`config.mk`:
```
export PLATFORM = sky130hd
export DESIGN_NAME = johnson_decoder
export DESIGN_NICKNAME = d
export VERILOG_FILES = /design/src/rtl/johnson_decoder.sv
export SDC_FILE = /design/constraint.sdc
export NUM_CORES = 1
export LEC_CHECK = 0
export CAP_MARGIN = 20
export CORE_MARGIN = 4
export CORE_UTILIZATION = 55
export DETAILED_ROUTE_END_ITERATION = 8
export GPL_TIMING_DRIVEN = 0
export HOLD_SLACK_MARGIN = 0.08
export PLACE_DENSITY_LB_ADDON = 0.08
export SYNTH_ARGS = -nofsm -noshare
export SYNTH_HDL_FRONTEND = slang
export SYNTH_SLANG_ARGS = --single-unit
```
`constraint.sdc`:
```
create_clock -name clk -period 9.6 [get_ports clk]
set_clock_uncertainty 0.05 [all_clocks]
set_input_delay 2.4 -clock clk [delete_from_list [all_inputs] [get_ports clk]]
set_output_delay 2.4 -clock clk [all_outputs]
set_load 0.005 [all_outputs]
```
`src/rtl/johnson_decoder.sv`:
```
// Johnson (twisted-ring) code receiver: decodes N-bit Johnson samples to a phase index,
// flags illegal words and sequence breaks, tracks lock and a saturating error count.
module johnson_decoder #(
    parameter int N          = 4,
    parameter int LOCK_CNT   = 3,
    parameter int UNLOCK_CNT = 2,
    parameter int ERR_W      = 8,
    parameter int IDX_W      = $clog2(2 * N)
) (
    input  logic             clk,
    input  logic             rst_,
    input  logic [N-1:0]     j_in,
    input  logic             j_valid,
    input  logic             err_clr,
    output logic [IDX_W-1:0] idx_out,
    output logic             idx_valid,
    output logic             illegal,
    output logic             seq_err,
    output logic             locked,
    output logic [ERR_W-1:0] err_cnt
);

    localparam int POP_W  = $clog2(N + 1);
    localparam int RUN_W  = $clog2(LOCK_CNT + 1);
    localparam int MISS_W = $clog2(UNLOCK_CNT + 1);

    typedef enum logic [1:0] {
        S_UNLOCKED,
        S_ACQUIRE,
        S_LOCKED
    } state_t;

    state_t            r_state;
    logic [RUN_W-1:0]  r_run;
    logic [MISS_W-1:0] r_miss;
    logic [IDX_W-1:0]  r_prev;

    logic [POP_W-1:0]  w_pop;
    logic [POP_W-1:0]  w_trans;
    logic              w_legal;
    logic [IDX_W-1:0]  w_idx;
    logic [IDX_W-1:0]  w_next_exp;
    logic              w_in_seq;
    logic              w_bad_locked;

    always_comb begin
        w_pop   = '0;
        w_trans = '0;
        for (int unsigned i = 0; i < N; i++) begin
            w_pop = w_pop + POP_W'(j_in[i]);
        end
        for (int unsigned i = 0; i + 1 < N; i++) begin
            w_trans = w_trans + POP_W'(j_in[i] ^ j_in[i+1]);
        end
        w_legal = (w_trans <= POP_W'(1));
        // Upper half of the ring counts down from 2N as the low zeros grow.
        w_idx = j_in[N-1] ? (IDX_W'(2 * N) - IDX_W'(w_pop)) : IDX_W'(w_pop);
        w_next_exp = (r_prev == IDX_W'(2 * N - 1)) ? '0 : (r_prev + IDX_W'(1));
        w_in_seq = (w_idx == w_next_exp);
        w_bad_locked = (r_state == S_LOCKED) && j_valid && (!w_legal || !w_in_seq);
    end

    always_ff @(posedge clk) begin
        if (rst_) begin
            r_state   <= S_UNLOCKED;
            r_run     <= '0;
            r_miss    <= '0;
            r_prev    <= '0;
            idx_out   <= '0;
            idx_valid <= 1'b0;
            illegal   <= 1'b0;
            seq_err   <= 1'b0;
            locked    <= 1'b0;
            err_cnt   <= '0;
        end else begin
            idx_valid <= 1'b0;
            illegal   <= 1'b0;
            seq_err   <= w_bad_locked;

            if (j_valid) begin
                if (w_legal) begin
                    idx_out   <= w_idx;
                    idx_valid <= 1'b1;
                    r_prev    <= w_idx;
                end else begin
                    illegal <= 1'b1;
                end

                case (r_state)
                    S_UNLOCKED: begin
                        if (w_legal) begin
                            if (LOCK_CNT == 1) begin
                                r_state <= S_LOCKED;
                                locked  <= 1'b1;
                                r_run   <= '0;
                                r_miss  <= '0;
                            end else begin
                                r_state <= S_ACQUIRE;
                                r_run   <= RUN_W'(1);
                            end
                        end
                    end
                    S_ACQUIRE: begin
                        if (!w_legal) begin
                            r_state <= S_UNLOCKED;
                            r_run   <= '0;
                        end else if (!w_in_seq) begin
                            r_run <= RUN_W'(1);
                        end else if (r_run == RUN_W'(LOCK_CNT - 1)) begin
                            r_state <= S_LOCKED;
                            locked  <= 1'b1;
                            r_run   <= '0;
                            r_miss  <= '0;
                        end else begin
                            r_run <= r_run + RUN_W'(1);
                        end
                    end
                    S_LOCKED: begin
                        if (!w_bad_locked) begin
                            r_miss <= '0;
                        end else if (r_miss == MISS_W'(UNLOCK_CNT - 1)) begin
                            r_state <= S_UNLOCKED;
                            locked  <= 1'b0;
                            r_miss  <= '0;
                            r_run   <= '0;
                        end else begin
                            r_miss <= r_miss + MISS_W'(1);
                        end
                    end
                    default: begin
                        r_state <= S_UNLOCKED;
                        locked  <= 1'b0;
                    end
                endcase
            end

            // Clear wins over a coincident error; that error is dropped from the count.
            if (err_clr) begin
                err_cnt <= '0;
            end else if (w_bad_locked && (err_cnt != '1)) begin
                err_cnt <= err_cnt + ERR_W'(1);
            end
        end
    end

endmodule

```
### After elaboration in Yosys (flattened, before gate mapping)

Cells that the tools add are included.

* bits of input ports: 8
* logic and storage cells: 83
* output and inout bits: 15
* register bits: 21

* magnitude comparators: 1
* add/subtract/negate cells: 10
* muxes and demuxes: 27
* eq/ne operators: 15
* reductions and logical operators: 16
* bitwise operators: 5

Operator list (number)
* $mux W2: 14
* $pmux W2 S3: 2
* $ne A2 B2 Y1 const B: 5
* $reduce_and A5 Y1: 2
* $add A8 B1 Y8 const B: 1
* $ne A8 B8 Y1 const B: 1
* $mux W1: 7
* $reduce_and A7 Y1: 1
* $add A2 B1 Y3: 2
* $mux W3: 2
* $ne A3 B3 Y1 const B: 2
* $reduce_and A6 Y1: 1
* $add A1 B1 Y2: 2
* $add A2 B1 Y2 const B: 2
* $eq A2 B1 Y1 const B: 2
* $eq A2 B2 Y1 const B: 2
* $pmux W2 S2: 1
* $reduce_or A2 Y1: 2
* $add A3 B1 Y3: 1
* $add A3 B1 Y3 const B: 1
* $eq A3 B3 Y1: 1
* $eq A3 B3 Y1 const B: 1
* $le A3 B1 Y1 const B: 1
* $logic_and A1 B1 Y1: 3
* 11 further kinds: 15

### Longest topological paths before layout

* depth after elaboration: 11
* mapped depth: 13
* depth with buffers taken out: 12

### Worst setup path before layout

Ideal clock, no wire load.

* path kind: input -> register
* from: input port j_in[0]
* to: register err_cnt[2]
* setup time: 0.135 ns
* required time: 9.415 ns
* cell stages on the path: 13
* path slack: 4.478 ns
* arrival time: 4.937 ns
* buffers on the path: 1
* cells stage by stage: inv_1 > fa_1 > inv_1 > ha_1 > ha_1 > inv_1 > ha_1 > mux2i_1 > xnor2_1 > a41o_1 > buf_2 > o311ai_0 > o41ai_1

* word-level cells in the longest chain between the ends: 10
* elaborated cells on any way between the ends: 15
* classes of those cells: 6 x add/sub; 1 x order compare; 1 x eq/ne; 1 x mux; 1 x bitwise; 5 x reduce/logical

RTL lines
* start: declaration: line 12 `input logic [N-1:0] j_in,`
* $add A1 B1 Y2: line 50 `w_pop = w_pop + POP_W'(j_in[i]);`
* $add A2 B1 Y3: line 50
* $add A3 B1 Y3: line 50
* $sub A1 B3 Y3: line 57 `w_idx = j_in[N-1] ? (IDX_W'(2 * N) - IDX_W'(w_pop)) : IDX_W'(w_pop);`
* $mux W3: line 57
* $eq A3 B3 Y1: line 59 `w_in_seq = (w_idx == w_next_exp);`
* $logic_not A1 Y1
* $logic_or A1 B1 Y1 (*): line 60 `w_bad_locked = (r_state == S_LOCKED) && j_valid && (!w_legal || !w_in_seq);`
* $logic_and A1 B1 Y1 (*): line 60
* $logic_and A1 B1 Y1 (*): line 140 `end else if (w_bad_locked && (err_cnt != '1)) begin`
* end signal: assignment: line 141 `err_cnt <= err_cnt + ERR_W'(1);`
* end: declaration: line 20 `output logic [ERR_W-1:0] err_cnt`

Every way passes the cells marked *; elsewhere a longest branch is shown, timed or not.
A chain may end at the register's enable or synchronous reset.

### Worst setup path in the final report

* from: input port j_in[1]
* to: register err_cnt[2]

Same word-level chain as after synthesis.

==> flow_metrics.py <==
metrics = {
    "run_status": {
        "status": "finished, final reports clean",
    },
    "grt": {
        "track_usage_pct": 18.5,
        "grt_max_degree": 13,
        "antenna_found_initial": 0,
        "top_usage_layer": "met2",
        "gr-total-overflow": 0,
        "grtUsageMet3_pct": 2.07,
        "grt_use_met2_pct": 31.0,
        "grt_pass1_wl_um": 4740,
        "grt_pass1_vias": 1101,
        "grt.met1_usage_pct": 23.7,
    },
    "synthesis": {
        "yosys.area_share.xor_xnor_pct": 4.06,
        "yosysUniqueCellTypes": 47,
        "synth_nets": 168,
        "synthSimpleGateAreaFrac_pct": 19.3,
        "synth_compound_gate_area_share_pct": 19.7,
        "ys_seq_elements": 21,
        "synth_top_family_by_area": "compound AO/OA/AOI/OAI gates",
        "syn_area_sq_um": 1290,
        "ys_seq_area_share_pct": 32.5,
        "avgSynthCellArea_sq_um": 8.80,
        "async_reset_ff_share_pct": 0,
        "synthMuxAreaShare_pct": 4.64,
        "yosysWarnings": 0,
        "syn_inst": 147,
        "synth_edf_count": 0,
        "synth_top_flop_cell": "dfxtp_1",
        "yosysTopAreaCellShare_pct": 32.5,
        "synth_area_leaders": "dfxtp_1 32%, ha_1 11%, mux2i_1 4.6%",
        "yosys.area_share.adder_pct": 13.7,
        "synth_top_area_cell": "dfxtp_1",
    },
    "cells_and_area": {
        "n_antenna_cell": 0,
        "final_nets": 195,
        "drive_above_1_share_pct": 4.05,
        "utilization_pct": 70.6,
        "area_growth_pct": 21.9,
        "finish.instance_area_sq_um": 1580,
    },
    "setup_path": {
        "crit_required_ns": 9.76,
        "cp-end-kind": "register",
        "cp_slowest_cell": "clkdlybuf4s50_1",
        "worstPathCellList": "clkdlybuf4s50_1 > inv_1 > fa_1 > inv_1 > ha_1 > ha_1 > inv_1 > ha_1 > mux2i_1 > xnor2_1 > a41o_1 > buf_2 > o311ai_0 > o41ai_1",
        "crit_type": "input port to register",
        "startpoint_type": "input port",
        "cp.arrival_ns": 5.78,
        "slowest_delay_ns": 0.53,
        "crit_fanout": 10,
    },
    "routing": {
        "drtIter0Drc": 30,
        "wire_per_inst_um": 14.0,
        "drc": 0,
        "drt_wl_total_um": 2810,
        "antenna_left": 0,
        "firstDrtPassIters": 4,
        "vias": 1166,
        "via_per_inst": 5.80,
    },
    "clock_tree": {
        "clock_path_buffers": 2,
        "cts_root_buffer": "clkbuf_4",
        "cts_buffers": 3,
        "numClockSinks": 21,
        "post_cts_buffers": 0,
        "cts_hold_buffers": 0,
        "cts_htree_levels": 1,
        "clk_pin_slew_ns": 0.13,
        "ctsResizeCount": 0,
        "cts_tree": "yes",
        "clkLatencyLatePin_ns": 0.32,
    },
    "sta": {
        "slew_violations": 0,
        "clock.fmax_mhz": 178,
        "worst_slew_pin_slew_ns": 0.817,
        "finalHoldViolCount": 0,
        "tns_ns": 0,
        "final.period_utilization_pct": 58.5,
        "rsz0062_at_grt": "no",
        "finalSetupViolations": 0,
        "max_slew_margin_pct": 45.1,
        "fin_crit_ns": 5.62,
    },
    "place": {
        "hpwl_um": 2130,
        "place_area_sq_um": 1550,
        "io_buffers": 22,
        "gp_congestion": 0.804,
    },
    "power": {
        "pwr-share-comb_pct": 34.9,
        "p_int_uw": 142,
        "power_frac_seq_pct": 44.7,
        "power_switching_uw": 79.1,
        "clkPwrFrac_pct": 20.4,
        "ir_drop_uv": 97.3,
        "power-per-cell-area_nw_per_um2": 140,
        "p_total_uw": 221,
        "leakage_nw": 0.611,
        "sw_frac_of_total_pct": 35.8,
    },
    "job": {
        "maxCapViolCount": 0,
    },
    "die": {
        "io_pins": 23,
        "num_rows": 17,
        "fp.dieW_um": 56.5,
        "fp.dieH_um": 56.5,
        "start_util_pct": 57.9,
        "core-area_sq_um": 2230,
        "die_area_sq_um": 3190,
    },
    "worst_hold_path": {
        "hold_class": "register to register",
    },
}
[through the flow]
stage	setup WS (ns)	hold WS, ns	cells
floorplan	4.48	0.378	147
global placement	3.70	0.384	197
detailed placement	3.65	0.393	197
CTS	3.99	0.410	201
global route	3.76	0.434	201
finish	3.98	0.412	201
[cell families after synthesis]
logic type / after synthesis
muxes: 6
adders and majority gates: 13
DFF: 21
AOI/OAI and AO/OA: 34
xor gates and xnor gates: 6
buffers and inverters: 20
and+or+nand+nor: 47
[layer usage]
metal,vias up,share of wire (%)
li1,585,-
met1,551,48
met2,25,47
met3,5,3.4
met4,0,2.1
met5,-,0
[sequential cells by signal, indices dropped and copies added, names as in the netlist]
signal     flops
err_cnt        8
r_prev         3
r_miss         2
r_run          2
r_state        2
idx_valid      1
illegal        1
locked         1
seq_err        1
[cell usage in the layout (no fill, tap or decap), drive strengths merged, types with 4 or more instances in the layout]
cell and n:
mux2i 6, xnor2 5, nor2 9, ha 11, nand2 12, clkdlybuf4s50 22, clkbuf 5, dfxtp 21
o21ai 5, inv 16, nor3 4
[synth_stat cells, drive strengths merged, types with 3 or more instances]
cell type and n:
xnor2 5, and2 3, or3 3, ha 11, o41ai 3, o311ai 3, nand2 12, o21ai 5
dfxtp 21, nor2 9, a21oi 3, nand3 3, inv 16, nor3 4, a41oi 3, mux2i 6
[critical path, delay by kind of cell]
family,cells,cell delay (ns)
compound gates,3,0.80
fa+ha+maj,4,1.23
xor+xnor,1,0.21
mux,1,0.24
buf+inv,5,0.89
[final timing paths]
kind                     startpoint                      end  slack, ns  depth (start not counted)
max                         j_in[1]  err_cnt[2]$_SDFFE_PP0P_       3.98                         14
min          r_miss[1]$_SDFFE_PP0P_   r_miss[1]$_SDFFE_PP0P_       0.41                          1
max reg2reg  r_prev[0]$_SDFFE_PP0P_  err_cnt[2]$_SDFFE_PP0P_       7.17                          8
min reg2reg  r_miss[1]$_SDFFE_PP0P_   r_miss[1]$_SDFFE_PP0P_       0.41                          1
[power groups by stage]
stage                     Sequential [mW]  Clock [mW]  Combinational [mW]
after floorplan                    0.0996           0              0.0548
after global placement              0.100           0              0.0742
after detailed placement            0.101           0              0.0765
after CTS                          0.0986      0.0470              0.0770
after global routing               0.0996      0.0507              0.0865
final                              0.0988      0.0450              0.0771
[area by class of cell]
| cell class | instances | area (sq um) |
|---|---|---|
| Multi-Input combinational cell | 106 | 796 |
| Inverter | 17 | 63.8 |
| Tap cell | 28 | 35.0 |
| Sequential cell | 21 | 420 |
| Clock inverter | 1 | 5.00 |
| Buffer | 3 | 13.8 |
| Timing Repair Buffer | 22 | 220 |
| Clock buffer | 3 | 22.5 |
| Fill cell | 195 | 657 |
No activity file was read; power rests on OpenSTA's default activity.
